--- config.mk ---
export PLATFORM = sky130hd
export DESIGN_NAME = cache_controller
export DESIGN_NICKNAME = d
export VERILOG_FILES = /design/src/rtl/cache_controller.sv
export SDC_FILE = /design/constraint.sdc
export NUM_CORES = 1
export LEC_CHECK = 0
export CORE_AREA = 2 2 39 41
export DETAILED_ROUTE_END_ITERATION = 8
export DIE_AREA = 0 0 41 43
export GPL_TIMING_DRIVEN = 0
export SLEW_MARGIN = 15
export SYNTH_ARGS = -nofsm -noshare
export SYNTH_HDL_FRONTEND = slang
export SYNTH_SLANG_ARGS = --single-unit
--- constraint.sdc ---
create_clock -name clk -period 1.6 [get_ports clk]
set_input_delay 0.32 -clock clk [delete_from_list [all_inputs] [get_ports clk]]
set_output_delay 0.32 -clock clk [all_outputs]
set_load 0.01 [all_outputs]
--- src/rtl/cache_controller.sv ---
// Control FSM sequencing the cache datapath: hit service, dirty-victim writeback and line fill.
// Optional hit/miss/writeback counters are enabled by defining CACHE_CTRL_PERF_COUNTERS_EN.
module cache_controller #(
    parameter bit          READ_ONLY      = 1'b0,
    parameter int unsigned WORDS_PER_LINE = 8
) (
    input  logic        clk,
    input  logic        reset,
    input  logic        req_valid,
    input  logic        req_store,
    output logic        req_fulfilled,
    output logic        hmem_req_valid,
    output logic        hmem_req_store,
    input  logic        hmem_req_fulfilled,
    input  logic        valid_block_match,
    input  logic        valid_dirty_bit,
    input  logic        counter_done,
    output logic        miss_recovery_mode,
    output logic        clear_selected_dirty_bit,
    output logic        set_selected_dirty_bit,
    output logic        perform_write,
    output logic        clear_selected_valid_bit,
    output logic        finish_new_line_install,
    output logic        set_hmem_block_address,
    output logic        use_victim_tag_for_hmem_block_address,
    output logic        reset_counter,
`ifdef CACHE_CTRL_PERF_COUNTERS_EN
    output logic [31:0] hit_count,
    output logic [31:0] miss_count,
    output logic [31:0] writeback_count,
`endif
    output logic        decrement_counter
);

    typedef enum logic [1:0] {
        IDLE      = 2'd0,
        WRITEBACK = 2'd1,
        FETCH     = 2'd2
    } state_t;

    localparam bit WB_EN = !READ_ONLY;
    localparam int unsigned BEAT_W = $clog2(WORDS_PER_LINE + 1);
    localparam logic [BEAT_W-1:0] LAST_BEAT = BEAT_W'(WORDS_PER_LINE - 1);

    state_t state_reg;
    state_t state_next;

    always_ff @(posedge clk or posedge reset) begin
        if (reset) begin
            state_reg <= IDLE;
        end else begin
            state_reg <= state_next;
        end
    end

    // Outputs are decoded from state and live inputs so a hit completes in the request cycle.
    always_comb begin
        state_next                            = state_reg;
        req_fulfilled                         = 1'b0;
        hmem_req_valid                        = 1'b0;
        hmem_req_store                        = 1'b0;
        miss_recovery_mode                    = 1'b0;
        clear_selected_dirty_bit              = 1'b0;
        set_selected_dirty_bit                = 1'b0;
        perform_write                         = 1'b0;
        clear_selected_valid_bit              = 1'b0;
        finish_new_line_install               = 1'b0;
        set_hmem_block_address                = 1'b0;
        use_victim_tag_for_hmem_block_address = 1'b0;
        reset_counter                         = 1'b0;
        decrement_counter                     = 1'b0;
        case (state_reg)
            IDLE: begin
                if (req_valid) begin
                    if (valid_block_match) begin
                        req_fulfilled = 1'b1;
                        if (WB_EN && req_store) begin
                            perform_write          = 1'b1;
                            set_selected_dirty_bit = 1'b1;
                        end
                    end else begin
                        set_hmem_block_address = 1'b1;
                        reset_counter          = 1'b1;
                        if (WB_EN && valid_dirty_bit) begin
                            use_victim_tag_for_hmem_block_address = 1'b1;
                            state_next = WRITEBACK;
                        end else begin
                            state_next = FETCH;
                        end
                    end
                end
            end
            WRITEBACK: begin
                miss_recovery_mode = 1'b1;
                hmem_req_valid     = 1'b1;
                hmem_req_store     = 1'b1;
                if (hmem_req_fulfilled) begin
                    if (!counter_done) begin
                        decrement_counter = 1'b1;
                    end else begin
                        // Victim is out; retarget the block address at the requested line.
                        clear_selected_dirty_bit = WB_EN;
                        set_hmem_block_address   = 1'b1;
                        reset_counter            = 1'b1;
                        state_next               = FETCH;
                    end
                end
            end
            FETCH: begin
                miss_recovery_mode       = 1'b1;
                hmem_req_valid           = 1'b1;
                clear_selected_valid_bit = 1'b1;
                if (hmem_req_fulfilled) begin
                    perform_write = 1'b1;
                    if (!counter_done) begin
                        decrement_counter = 1'b1;
                    end else begin
                        finish_new_line_install = 1'b1;
                        state_next              = IDLE;
                    end
                end
            end
            default: begin
                state_next = IDLE;
            end
        endcase
    end

    // Beats moved in the current transfer phase; only used to bound line length in assertions.
    logic [BEAT_W-1:0] beat_reg;

    always_ff @(posedge clk or posedge reset) begin
        if (reset) begin
            beat_reg <= '0;
        end else if (reset_counter) begin
            beat_reg <= '0;
        end else if (hmem_req_valid && hmem_req_fulfilled) begin
            beat_reg <= beat_reg + BEAT_W'(1);
        end
    end

    a_no_reset_and_decrement: assert property (
        @(posedge clk) disable iff (reset) !(decrement_counter && reset_counter));

    a_line_length: assert property (
        @(posedge clk) disable iff (reset)
        (hmem_req_valid && hmem_req_fulfilled) |-> (beat_reg <= LAST_BEAT));

`ifdef CACHE_CTRL_PERF_COUNTERS_EN
    logic [2:0]  perf_event;
    logic [31:0] perf_count [3];

    assign perf_event[0] = (state_reg == IDLE) && req_valid && valid_block_match;
    assign perf_event[1] = (state_reg == IDLE) && req_valid && !valid_block_match;
    assign perf_event[2] = (state_reg == WRITEBACK) && hmem_req_fulfilled && counter_done;

    for (genvar gi = 0; gi < 3; gi++) begin : g_perf
        logic [31:0] count_reg;

        always_ff @(posedge clk or posedge reset) begin
            if (reset) begin
                count_reg <= '0;
            end else if (perf_event[gi] && (count_reg != '1)) begin
                count_reg <= count_reg + 32'd1;
            end
        end

        assign perf_count[gi] = count_reg;
    end

    assign hit_count       = perf_count[0];
    assign miss_count      = perf_count[1];
    assign writeback_count = perf_count[2];
`endif

endmodule
---- Word level (Yosys, flattened, before mapping) ----
Index checks and enable logic that the tools add are counted.
word-level totals
  bits of input ports ..................... 8
  word-level logic and storage cells ...... 46
  output and inout port bits .............. 13
  register bits ........................... 2
operators by class
  reductions and logical operators ........ 3
  equal/unequal tests ..................... 8
  mux-type cells .......................... 34
operators by type and width
  kind                                                 number
  2-to-1 mux 1 bit                                     24
  2-to-1 mux 2 bit                                     7
  inequality test 2 bit, second input constant         6
  case mux 2 bit (3 select lines)                      1
  AND reduction 6 bit                                  1
  case mux 1 bit (2 select lines)                      2
  equality test 2 x 1 -> 1 bit, second input constant  1
  equality test 2 bit, second input constant           1
  logical NOT 2 bit                                    1
  OR reduction 2 bit                                   1

---- Depth between registers and ports, before layout ----
  depth after elaboration ................. 4
  depth in mapped cells ................... 5
  depth with buffers taken out ............ 5

---- Worst setup path before layout ----
Ideal clock, no wire load.
  kind .................................... register to output
  start ................................... reg state_reg[1]
  end ..................................... out set_hmem_block_address
  slack ................................... 0.011 ns
  path buffers ............................ 1
  arrival time ............................ 1.269 ns
  stages on the path, launching flop included .. 6
  required time ........................... 1.280 ns
  cell sequence ........................... dfrtp_1 inv_1 ha_1 and3_2 a21o_1 buf_4
on the way
  longest elaborated chain between the ends .. 2
  elaborated cells on any way between the ends .. 3
  classes of those cells .................. eq/ne (1); mux (1); reduce/logical (1)
ends and longest elaborated chain
  what                                                               RTL line  text
  start, declared                                                    45        state_t state_reg;
  start signal, assigned                                             52        state_reg <= state_next;
  equality test 2 x 1 -> 1 bit or logical NOT 2 bit (tied branches)  -
  case mux 1 bit (2 select lines) *                                  -
  end, declared                                                      24        output logic set_hmem_block_address,
Mark *: on every way between the ends. The rest lies on a longest branch, timed or not.

==> results.sh <==
export IMPL_core_area_um2=1380
export IMPL_h_tree_depth=1
export IMPL_layout_drive_gt1_share=0.559
export IMPL_clk_latency_ns=0.22
export IMPL_path_max_fanout=5
export IMPL_r2r_end="state_reg[0]$_DFFE_PP0P_"
export IMPL_slew_headroom=0.807
export IMPL_place_ws_ns=-0.570
export IMPL_ff2ff_path_depth=5
export IMPL_path_cells="inv_2 > ha_2 > buf_4 > dlygate4sd2_1"
export IMPL_cpPeakStageDelay_ns=0.40
export IMPL_synth_nets=47
export IMPL_min_period_over_period=1.10
export IMPL_worstReg2RegStart="state_reg[1]$_DFFE_PP0P_"
export IMPL_power_mw=0.905
export IMPL_syn_inst=34
export IMPL_yosys_top_cells_area="ha_1, dfrtp_1, a2111oi_4"
export IMPL_regArea_um2=50.0
export IMPL_finClkSkew_ns=0.000972
export IMPL_first_pass_iters=2
export IMPL_worstMarginPinSlew_ns=0.290
export IMPL_postCtsHoldBufs=0
export IMPL_crit_type="flop to output pin"
export IMPL_maxSlewViolCount=0
export IMPL_place_hpwl_um=600
export IMPL_vias=330
export IMPL_antenna_found_initial=0
export IMPL_die_width_um=41
export IMPL_vdd_drop_max_uv=595
export IMPL_grt_pass1_vias=320
export IMPL_slowest_stage="dfrtp_1"
export IMPL_clk_path_buf_depth=2
export IMPL_synth_cell_types=21
export IMPL_ys_ff_latch=2
export IMPL_outcome="complete, but fails checks"
export IMPL_cp_buffers_inverters=3
export IMPL_worstPathRequired_ns=1.28
export IMPL_finalHoldViolations=0
export IMPL_synth_area_per_cell_um2=9.35
export IMPL_largest_register_ff_count=2
export IMPL_finalWirelength_um=792
export IMPL_synth_simple_area_share=0.280
export IMPL_start_util=0.230
export IMPL_cts_clk_slew_worst_paths_ns=0.03
export IMPL_synth_top_area_frac=0.197
export IMPL_start_kind="flop"
export IMPL_syn_to_final_growth_pct=85.8
export IMPL_cts_sinks=2
export IMPL_synth_compound_area_frac=0.240
export IMPL_grt_max_degree=7
export IMPL_max_cap_viol_count=0
export IMPL_io_buffer_count=20
export IMPL_layout_commonest_cell="dlygate4sd2_1"
export IMPL_setup_ws_ns=-0.168
export IMPL_multiInputGateArea_um2=282
export IMPL_synth_mux_area_frac=0.0315
export IMPL_die_height_um=43
export IMPL_netlist_area_um2=318
export IMPL_post_route_min_period_ns=1.77
export IMPL_cts_buffers_inserted=3
export IMPL_violations="negative setup slack"
export IMPL_cts_root_buffer="clkbuf_4"
export IMPL_yosys_warnings=0
export IMPL_fp_row_count=14
export IMPL_cts_tree="built"
export IMPL_synth_top_family_by_area="simple AND/OR/NAND/NOR gates"
export IMPL_final_cell_mix="dlygate4sd2_1, buf_2"
export IMPL_ys_seq_area_frac=0.157
export IMPL_worstPathArrival_ns=1.45
export IMPL_grt_pass1_wl_mm=1.31
export IMPL_ant_nets=0
export IMPL_synth_xor_area_frac=0
export IMPL_leakage_nw=0.296
export IMPL_drt_wirelength_per_cell_um=10.6
export IMPL_gr_total_overflow=0
export IMPL_p_per_area_nw_per_um2=1530
export IMPL_setup_viol=7
export IMPL_hp_class="primary input to asynchronous set/reset pin"
export IMPL_grt_use_total=0.110
export IMPL_synth_adder_area_share=0.197
export IMPL_vias_per_cell=4.40
export IMPL_n_antenna_cell=0
export IMPL_ff2ff_setup_slack_ns=0.07
export IMPL_place_congestion=0.697
export IMPL_rsz0062_at_grt="true"
export IMPL_drt_iter0_drc=2
export IMPL_final_nets=74
export IMPL_fp_dieArea_um2=1760
export IMPL_n_fill_cell=145
export IMPL_io_pins=21
export IMPL_max_freq_ghz=0.566
export IMPL_cp_end_kind="output pin"
export IMPL_yosysTopAreaCell="ha_1"
export IMPL_route_detailed_drc=0
export IMPL_crit_family="buffers and inverters"
[how the worst max path moves through the flow]
stage	start	end	slack, ns	cells after the start
final	state_reg[0]$_DFFE_PP0P_	miss_recovery_mode	-0.17	4
after global routing	state_reg[0]$_DFFE_PP0P_	reset_counter	-0.22	4
after CTS	state_reg[0]$_DFFE_PP0P_	miss_recovery_mode	-0.17	4
after detailed placement	req_valid	perform_write	-0.57	5
after global placement	req_valid	perform_write	-0.58	5
after floorplan	state_reg[1]$_DFFE_PP0P_	set_hmem_block_address	0.01	5
[synth_stat cells]
library cell,number
mux2i_1,1
nand2b_4,1
nor2_1,1
and3_2,2
a21oi_1,1
a211oi_1,1
buf_4,2
nor2b_1,2
o22a_1,1
a2111oi_4,1
inv_1,4
and2_1,1
and3_1,2
and2_2,1
and2b_4,1
ha_1,5
a21o_1,1
a21boi_2,1
nand2_1,2
dfrtp_1,2
a2bb2oi_1,1
[metrics by stage]
step | utilization | TNS (ns) | hold slack [ns] | cells | area [um^2]
final | 0.427 | -0.790 | 0.249 | 75 | 591
after floorplan | - | 0 | 0.0612 | 34 | 318
after global routing | 0.427 | -1.21 | 0.285 | 75 | 591
after global placement | 0.389 | -4.00 | 0.473 | 70 | 538
after detailed placement | 0.389 | -3.97 | 0.476 | 70 | 538
after CTS | 0.433 | -0.910 | 0.241 | 75 | 599
[routing by layer]
layer | up-vias | wire length [um] | track usage
li1 | 168 | - | -
met1 | 150 | 324 | 0.122
met2 | 12 | 413 | 0.169
met3 | 0 | 54 | 0.0366
met4 | 0 | 0 | 0.0733
met5 | - | 0 | 0
[repair_timing]
item	CTS	global route
hold endpoints to repair	0	0
setup buffers	2	0
pin swaps	5	0
endpoints found under the setup margin	13	10
resized for setup	56	3
[cell type report]
type	instances	area share
plain buffers	2	0.0318
clock buffers	3	0.0381
inverters	4	0.0254
multi-input cells	26	0.477
flip-flops and latches	2	0.0847
well taps	16	0.0339
repair buffers	22	0.309
[power breakdown]
part           internal [mW]  switching [mW]
sequential            0.0747          0.0192
combinational          0.379           0.325
clock                 0.0824          0.0246
total                  0.536           0.369
[logic make-up after synthesis]
family | count (synthesis)
and+or+nand+nor | 13
AOI/OAI and AO/OA | 7
DFF | 2
muxes | 1
adders and majority gates | 5
buffers and inverters | 6
(Power assumes the default switching activity.)
